$ cat config.mk
export PLATFORM = sky130hd
export DESIGN_NAME = subword_mem_ctrl
export DESIGN_NICKNAME = d
export VERILOG_FILES = /design/src/rtl/subword_mem_ctrl.sv
export SDC_FILE = /design/constraint.sdc
export NUM_CORES = 1
export LEC_CHECK = 0
export ABC_AREA = 1
export ABC_CLOCK_PERIOD_IN_PS = 1850
export CORE_ASPECT_RATIO = 1.5
export CORE_UTILIZATION = 52
export CTS_BUF_LIST = sky130_fd_sc_hd__clkbuf_4
export DETAILED_ROUTE_END_ITERATION = 10
export GPL_TIMING_DRIVEN = 0
export PLACE_DENSITY = 0.87
export SLEW_MARGIN = 0
export SYNTH_ARGS = -nofsm -noshare
export SYNTH_HDL_FRONTEND = slang
export SYNTH_SLANG_ARGS = --single-unit
export TNS_END_PERCENT = 30
$ cat constraint.sdc
create_clock -name clk -period 1.85 [get_ports clk]
set_input_delay 0.37 -clock clk [delete_from_list [all_inputs] [get_ports clk]]
set_output_delay 0.37 -clock clk [all_outputs]
set_load 0.05 [all_outputs]
$ cat src/rtl/subword_mem_ctrl.sv
// subword_mem_ctrl: byte/halfword/word load-store sequencer over a word-only, synchronous-read RAM.
// Define SUBWORD_ALIGN_CHECK_EN to reject misaligned halfword/word requests with resp_err.
module subword_mem_ctrl #(
  parameter int ADDR_W = 32
) (
  input  logic              clk,
  input  logic              reset,
  input  logic              req_valid,
  output logic              req_ready,
  input  logic [5:0]        req_op,
  input  logic [ADDR_W-1:0] req_addr,
  input  logic [31:0]       req_wdata,
  output logic [ADDR_W-1:0] mem_addr,
  output logic              mem_rd_en,
  output logic              mem_wr_en,
  output logic [31:0]       mem_wdata,
  input  logic [31:0]       mem_rdata,
  output logic              resp_valid,
  input  logic              resp_ready,
  output logic [31:0]       resp_data,
  output logic              resp_err
);

  localparam logic [5:0] OP_LW = 6'b100011;
  localparam logic [5:0] OP_LH = 6'b100001;
  localparam logic [5:0] OP_LB = 6'b100000;
  localparam logic [5:0] OP_SW = 6'b101011;
  localparam logic [5:0] OP_SH = 6'b101001;
  localparam logic [5:0] OP_SB = 6'b101000;

  typedef enum logic [2:0] {S_IDLE, S_RD, S_WAIT, S_WR, S_RESP} state_t;

  state_t            state_reg, state_next;
  logic [5:0]        op_reg;
  logic [ADDR_W-1:0] addr_reg;
  logic [31:0]       wdata_reg;
  logic [31:0]       rdata_reg;
  logic [31:0]       resp_data_reg;
  logic              err_reg;

  logic req_legal, req_misaligned, req_reject, op_is_load;

  assign req_legal = (req_op == OP_LW) || (req_op == OP_LH) || (req_op == OP_LB) ||
                     (req_op == OP_SW) || (req_op == OP_SH) || (req_op == OP_SB);

`ifdef SUBWORD_ALIGN_CHECK_EN
  assign req_misaligned = (((req_op == OP_LH) || (req_op == OP_SH)) && req_addr[0]) ||
                          (((req_op == OP_LW) || (req_op == OP_SW)) && (req_addr[1:0] != 2'b00));
`else
  assign req_misaligned = 1'b0;
`endif

  assign req_reject = !req_legal || req_misaligned;
  assign op_is_load = (op_reg == OP_LW) || (op_reg == OP_LH) || (op_reg == OP_LB);

  // Store merge: each byte lane either keeps the read word or takes the new store data.
  logic [31:0] sb_word, sh_word, wr_word;
  genvar gi;
  generate
    for (gi = 0; gi < 4; gi++) begin : g_lane
      assign sb_word[8*gi +: 8] = (addr_reg[1:0] == 2'(gi)) ? wdata_reg[7:0]
                                                            : rdata_reg[8*gi +: 8];
      assign sh_word[8*gi +: 8] = (addr_reg[1] == 1'(gi / 2)) ? wdata_reg[8*(gi % 2) +: 8]
                                                              : rdata_reg[8*gi +: 8];
    end
  endgenerate

  always_comb begin
    case (op_reg)
      OP_SB:   wr_word = sb_word;
      OP_SH:   wr_word = sh_word;
      default: wr_word = wdata_reg;
    endcase
  end

  // Load extraction works on the RAM output directly so the result is ready when RESP starts.
  logic [7:0]  ld_byte;
  logic [15:0] ld_half;
  logic [31:0] ld_word;
  assign ld_byte = mem_rdata[{addr_reg[1:0], 3'b000} +: 8];
  assign ld_half = mem_rdata[{addr_reg[1], 4'b0000} +: 16];

  always_comb begin
    case (op_reg)
      OP_LB:   ld_word = {{24{ld_byte[7]}}, ld_byte};
      OP_LH:   ld_word = {{16{ld_half[15]}}, ld_half};
      default: ld_word = mem_rdata;
    endcase
  end

  always_comb begin
    state_next = state_reg;
    case (state_reg)
      S_IDLE: begin
        if (req_valid) begin
          if (req_reject)          state_next = S_RESP;
          else if (req_op == OP_SW) state_next = S_WR;
          else                     state_next = S_RD;
        end
      end
      S_RD:    state_next = S_WAIT;
      S_WAIT:  state_next = op_is_load ? S_RESP : S_WR;
      S_WR:    state_next = S_RESP;
      S_RESP:  if (resp_ready) state_next = S_IDLE;
      default: state_next = S_IDLE;
    endcase
  end

  always_ff @(posedge clk) begin
    if (reset) begin
      state_reg     <= S_IDLE;
      op_reg        <= '0;
      addr_reg      <= '0;
      wdata_reg     <= '0;
      rdata_reg     <= '0;
      resp_data_reg <= '0;
      err_reg       <= 1'b0;
    end else begin
      state_reg <= state_next;
      case (state_reg)
        S_IDLE: begin
          if (req_valid) begin
            op_reg        <= req_op;
            addr_reg      <= req_addr;
            wdata_reg     <= req_wdata;
            err_reg       <= req_reject;
            resp_data_reg <= '0;
          end
        end
        S_WAIT: begin
          rdata_reg <= mem_rdata;
          if (op_is_load) resp_data_reg <= ld_word;
        end
        S_WR:    resp_data_reg <= wr_word;
        default: ;
      endcase
    end
  end

  assign req_ready  = (state_reg == S_IDLE);
  assign mem_rd_en  = (state_reg == S_RD);
  assign mem_wr_en  = (state_reg == S_WR);
  assign mem_addr   = {addr_reg[ADDR_W-1:2], 2'b00};
  assign mem_wdata  = (state_reg == S_WR) ? wr_word : 32'h0;
  assign resp_valid = (state_reg == S_RESP);
  assign resp_err   = (state_reg == S_RESP) && err_reg;
  assign resp_data  = resp_data_reg;

endmodule

Yosys cells after proc, flatten, opt, wreduce, memory -nomap -nowiden
Cells that the tools add are included.
{"block": "totals", "reg_bits": 138, "input_bits": 106, "out_inout_bits": 101, "word_cells": 65}
{"block": "classes", "eq_ne": 21, "n_shift": 2, "muxes": 20, "reduce_logical": 15}
{"operator": "case mux 32 bit (2 select lines)", "n": 2}
{"operator": "two-way mux 32 bit", "n": 3}
{"operator": "case mux 32 bit (3 select lines)", "n": 1}
{"operator": "== test 6 bit, second input constant", "n": 11}
{"operator": "two-way mux 8 bit", "n": 8}
{"operator": "variable part select 32 x 6 -> 16 bit", "n": 1}
{"operator": "variable part select 32 x 6 -> 8 bit", "n": 1}
{"operator": "case mux 3 bit (5 select lines)", "n": 1}
{"operator": "two-way mux 3 bit", "n": 4}
{"operator": "logical OR 1 bit", "n": 7}
{"operator": "== test 3 x 2 -> 1 bit, second input constant", "n": 2}
{"operator": "== test 2 bit, second input constant", "n": 2}
{"operator": "inequality test 2 bit, second input constant", "n": 2}
{"operator": "AND reduction 2 bit", "n": 2}
{"operator": "== test 3 x 1 -> 1 bit, second input constant", "n": 1}
{"operator": "== test 3 bit, second input constant", "n": 1}
{"operator": "zero test 3 bit", "n": 1}
{"operator": "AND reduction 3 bit", "n": 1}
{"operator": "nonzero test 3 bit", "n": 1}
{"operator": "== test 2 x 1 -> 1 bit, second input constant", "n": 1}
{"operator": "zero test 2 bit", "n": 1}
{"operator": "two-way mux 2 bit", "n": 1}
{"operator": "inequality test 2 x 1 -> 1 bit, second input constant", "n": 1}
{"operator": "logical AND 1 bit", "n": 1}
{"operator": "zero test 1 bit", "n": 1}

Depth between registers and ports, before layout
{"block": "logic_depth", "ltp_word": 9, "ltp_mapped": 12}

Worst setup path before layout
OpenSTA, ideal clock, no wires.
{"block": "synth_path", "path_kind": "register -> output", "start": "register state_reg[2]", "end": "output port resp_err", "arrival_time_ns": 1.886, "t_required_ns": 1.480, "setup_slack_ns": -0.406, "stages_incl_launch_ff": 3, "path_buffers": 0, "path_cell_list": "dfxtp_1 inv_1 nor4_1"}
{"block": "synth_via", "elab_chain_cells": 2}
{"element": "start, declared", "line": "33", "text": "state_t state_reg, state_next;"}
{"element": "start signal, assigned", "line": "119", "text": "state_reg <= state_next;"}
{"element": "== test 3 bit", "line": "146", "text": "assign resp_err = (state_reg == S_RESP) && err_reg;"}
{"element": "logical AND 1 bit", "line": "146"}
{"element": "end, declared", "line": "21", "text": "output logic resp_err"}
No other way between the ends.

Final worst setup path
{"block": "layout_path", "start": "register op_reg[4]", "end": "output port mem_wdata[2]"}
{"block": "layout_via", "elab_chain_cells": 3, "elab_cells_between_ends": 4, "classes_between": "eq/ne (2); mux (2)"}
{"element": "start, declared", "line": "34", "text": "logic [5:0] op_reg;"}
{"element": "start signal, assigned", "line": "123", "text": "op_reg <= req_op;"}
{"element": "== test 6 bit", "line": "69", "text": "case (op_reg)"}
{"element": "case mux 32 bit (2 select lines) (*)", "line": "69"}
{"element": "two-way mux 32 bit (*)", "line": "144", "text": "assign mem_wdata = (state_reg == S_WR) ? wr_word : 32'h0;"}
{"element": "end, declared", "line": "16", "text": "output logic [31:0] mem_wdata,"}
Mark *: on every way between the ends. The rest lies on a longest branch, timed or not.

==> run summary <==
The most critical setup path has its startpoint at op_reg[4]. In the synthesized netlist the dominant register cell turns out to be sky130_fd_sc_hd__dfxtp_1. The nature of the critical path startpoint is a register.

The number of core rows came out at 56. The buffer type at the clock tree root is sky130_fd_sc_hd__clkbuf_4. The number of enable flip-flop cells after synthesis is 0. The net switching component of the power is 0.00407 W. The critical path is of the register to output pin type. The effective utilization at floorplan is 0.534. The final-report setup violation count came out at 67. At the worst endpoint, the arrival time is 2.22 ns.

The initial antenna violation count came out at 1. The path class of the tightest hold or removal check is input port to register. The critical path data required time came out at 1.48 ns. The placer congestion estimate is 0.982. The area overhead of the layout relative to synthesis came out at 51.1%. The clock network fraction of design power came out at 0.247. The share of layout cells above drive strength 1 is 0.285. The per-cell routed wire length is 20.0 microns. The x dimension of the die came out at 106 microns. The final reports fail on setup timing.

The detail route stage leaves a number of antenna-violating nets equal to 0. The post-placement setup slack is -1.24 ns. After detailed routing, the number of vias per cell comes to 5.81. The most used routing layer in global routing is met2. The die covers 0.0167 sq mm.

Broken down by cell family, the worst path's largest delay share belongs to simple AND/OR/NAND/NOR gates. The final worst setup slack is -0.738 ns. The via count of the first global-routing pass came out at 10400. The number of endpoints with negative hold slack in the final report came out at 0.

The maximum level of the CTS H-tree is 4. At the end of the flow, the number of nets in the layout was 1779. The Yosys warning count came out at 0.

Based on the critical path, the design can be clocked at up to 0.386 GHz. The number of buffers and inverters on the critical path came out at 5. The worst register-to-register path begins at op_reg[4]. The count of buffers added on input and output ports is 203. The first-pass detailed-route iteration total is 6. The fraction of power spent switching nets came out at 0.436. Clock tree synthesis found a total of 138 sinks. The average size of a mapped cell came out at 6.03 sq um. The worst setup path is captured at an output pin. The final routed wirelength across all metal layers came out at between 30000 and 40000 microns. Once layout is complete, the utilization of the core stands at 0.807. The die extent in y is 158 microns.

After clock tree synthesis, the clock-pin slew on the worst setup and hold paths is 0.16 ns. The largest individual stage delay along the critical path comes from the cell sky130_fd_sc_hd__dfxtp_2. The run finished, with violations left. The relative contribution of sequential cells to total power is 0.365. For this run, asynchronously set or reset flops after synthesis account for 0. The final critical-path required period is 2.59 ns. The maximum clock path buffer count came out at 2. The slew of the pin with the lowest slew margin came out at 0.795 ns. The TritonCTS buffer count came out at 17. Traced cell by cell, the critical path runs through inv_2 -> nand2_4 -> nor2_4 -> buf_12 -> buf_12 -> nand3_1 -> nand3_2 -> nand3_2 -> inv_2 -> buf_8.

For this run, global-route usage on met1 was measured as 0.445. The start point of the worst hold path is req_addr[13]. The synthesized area came out at between 0.008 and 0.009 sq mm. The final period utilization is 1.40. After detailed placement, the total cell area comes to ~0.011 sq mm. The internal power consumption is 0.00526 W. 207 I/O pins were placed. The worst pin sits at a relative slew slack of 0.470.

The proportion of power drawn by combinational gates is 0.388. The number of pins exceeding their max-slew limit in the final report came out at 0. The met3 demand-to-capacity share in global routing came out at 0.123. At the later pin of the worst-skew pair, clock insertion delay measures between 0.6 and 0.7 ns. IR analysis of the VDD net gives a maximum drop of 0.604 mV. The maximum single-stage delay on the critical path came out at 0.37 ns. The clock tree from TritonCTS is yes. The post-cts hold buffer count came out at 0. The core region is 0.0158 sq mm. The maximum number of pins on one net before global-route repair is 18. The first global-routing pass estimated 55300 microns of wire. The overall via count from detail_route came out at between 10000 and 15000. The hold slack is between 0.3 and 0.4 ns.

In the global route stage, met2 resource usage came out at 0.742. The total power per unit cell area came out at 734 mW/mm^2. The number of violations of the max-capacitance limit came out at 0. The clock skew came out at about 0.017 ns. The remaining design rule violation count came out at 0.

The global-route usage over all layers came out at 0.438. The sum of net half-perimeters after detailed placement is 25200 microns. Counting flops and latches in the post-synthesis netlist gives 138.

The leftover overflow at the end of global routing is 0. Setup repair after global routing could not meet its margin everywhere. Once layout is done, the placed cells without fillers occupy between 0.01 and 0.015 sq mm. The final total negative setup slack came out at -24.28 ns. The number of different library cells used by synthesis comes to 28.

The number of DRC violations after detailed-routing iteration 0 is 1350. The largest fanout on the critical path came out at 10. The sequential area share after synthesis is 0.328. The leakage power figure is 6.04 nW. The synthesized instance count is 1396.
## path summary, 6_finish.rpt
path | cells after the start | slack (ns) | endpoint
worst max-delay path | 10 | -0.74 | mem_wdata[2]
worst min register to register | 2 | 0.47 | addr_reg[10]
worst min-delay path | 3 | 0.31 | addr_reg[13]
worst max register to register | 12 | -0.18 | resp_data[30]
## routing by layer
metal | routed length [microns] | vias to the layer above
met4 | 3770 | 0
met2 | 17700 | 811
met5 | 0 | -
met3 | 4020 | 285
li1 | - | 4935
met1 | 12300 | 4959
## synthesized netlist by cell type, types with 2 or more instances
master | n | area, sq um
sky130_fd_sc_hd__nand2_1 | 359 | 1350
sky130_fd_sc_hd__nor2_2 | 3 | 18.8
sky130_fd_sc_hd__a21oi_1 | 185 | 926
sky130_fd_sc_hd__o21ai_0 | 75 | 375
sky130_fd_sc_hd__clkbuf_1 | 44 | 165
sky130_fd_sc_hd__nand4_1 | 8 | 50.1
sky130_fd_sc_hd__nand3_1 | 183 | 916
sky130_fd_sc_hd__inv_1 | 195 | 732
sky130_fd_sc_hd__nand3_4 | 2 | 35.0
sky130_fd_sc_hd__nor2_4 | 7 | 78.8
sky130_fd_sc_hd__buf_1 | 3 | 11.3
sky130_fd_sc_hd__nand2_2 | 4 | 25.0
sky130_fd_sc_hd__buf_4 | 40 | 300
sky130_fd_sc_hd__inv_2 | 10 | 37.5
sky130_fd_sc_hd__dfxtp_1 | 138 | 2760
sky130_fd_sc_hd__buf_6 | 2 | 22.5
sky130_fd_sc_hd__nor2_1 | 98 | 368
sky130_fd_sc_hd__buf_2 | 30 | 150
## per-stage QoR
stage,total power (W),std cells
final,0.00934,1890
after floorplan,0.00549,1397
after CTS,0.00902,1873
after detailed placement,0.00657,1803
after global routing,0.00969,1890
after global placement,0.00654,1803
## timing repair
| item | 4_1_cts | 5_1_grt |
|---|---|---|
| pin swaps | 36 | 49 |
| buffers inserted | 34 | 15 |
| gates resized for setup | 638 | 124 |
| endpoints found under the setup margin | 133 | 93 |
| gates cloned | 5 | 2 |
## logic make-up after synthesis
kind of cell / Yosys count / share of synthesized area
other: 1 / 0.000445
DFF: 138 / 0.328
and+or+nand+nor: 670 / 0.344
buffers and inverters: 326 / 0.171
AOI/OAI and AO/OA: 261 / 0.156
## placed cells by master (no fill, tap or decap), drive strengths merged
cell type      instances
nor4                   1
bufinv                 1
clkinvlp               8
o21ai                 75
nor2                 109
diode                  1
nor3                   1
clkbuf                81
nand2                364
nand3                186
dfxtp                138
clkdlybuf4s15         13
conb                   2
a21oi                185
nor3b                  1
buf                  195
clkinv                 7
nand4                  8
o211ai                 1
clkdlybuf4s50        104
inv                  206
## layout make-up
class                   instances  area, sq um
diodes                          1         2.50
plain buffers                 119          895
clock buffers                  17          128
clock inverters                15          201
fillers                      1123         3040
inverters                     206          842
multi-input cells             933         5010
flip-flops and latches        138         2790
well taps                     203          254
repair buffers                257         2600
repair inverters                1         8.76
## worst register-to-register path, stage by stage (launching register included)
cell and delay [ns]:
sky130_fd_sc_hd__dfxtp_2 0.37, sky130_fd_sc_hd__buf_6 0.11, sky130_fd_sc_hd__nor2_4 0.11, sky130_fd_sc_hd__buf_4 0.15
sky130_fd_sc_hd__nand2_2 0.08, sky130_fd_sc_hd__nor2_4 0.37, sky130_fd_sc_hd__inv_4 0.14, sky130_fd_sc_hd__buf_6 0.18
sky130_fd_sc_hd__a21oi_1 0.19, sky130_fd_sc_hd__nand2_1 0.09, sky130_fd_sc_hd__nand3_1 0.09, sky130_fd_sc_hd__nand2_1 0.06
sky130_fd_sc_hd__inv_1 0.05
## power groups by stage
stage               registers (W)  logic [W]  clock network (W)
global route              0.00343    0.00386            0.00240
floorplan                 0.00376    0.00173                  0
global placement          0.00343    0.00311                  0
CTS                       0.00339    0.00335            0.00228
detailed placement        0.00344    0.00313                  0
finish                    0.00341    0.00363            0.00230
Power figures use the tool's default switching activity.
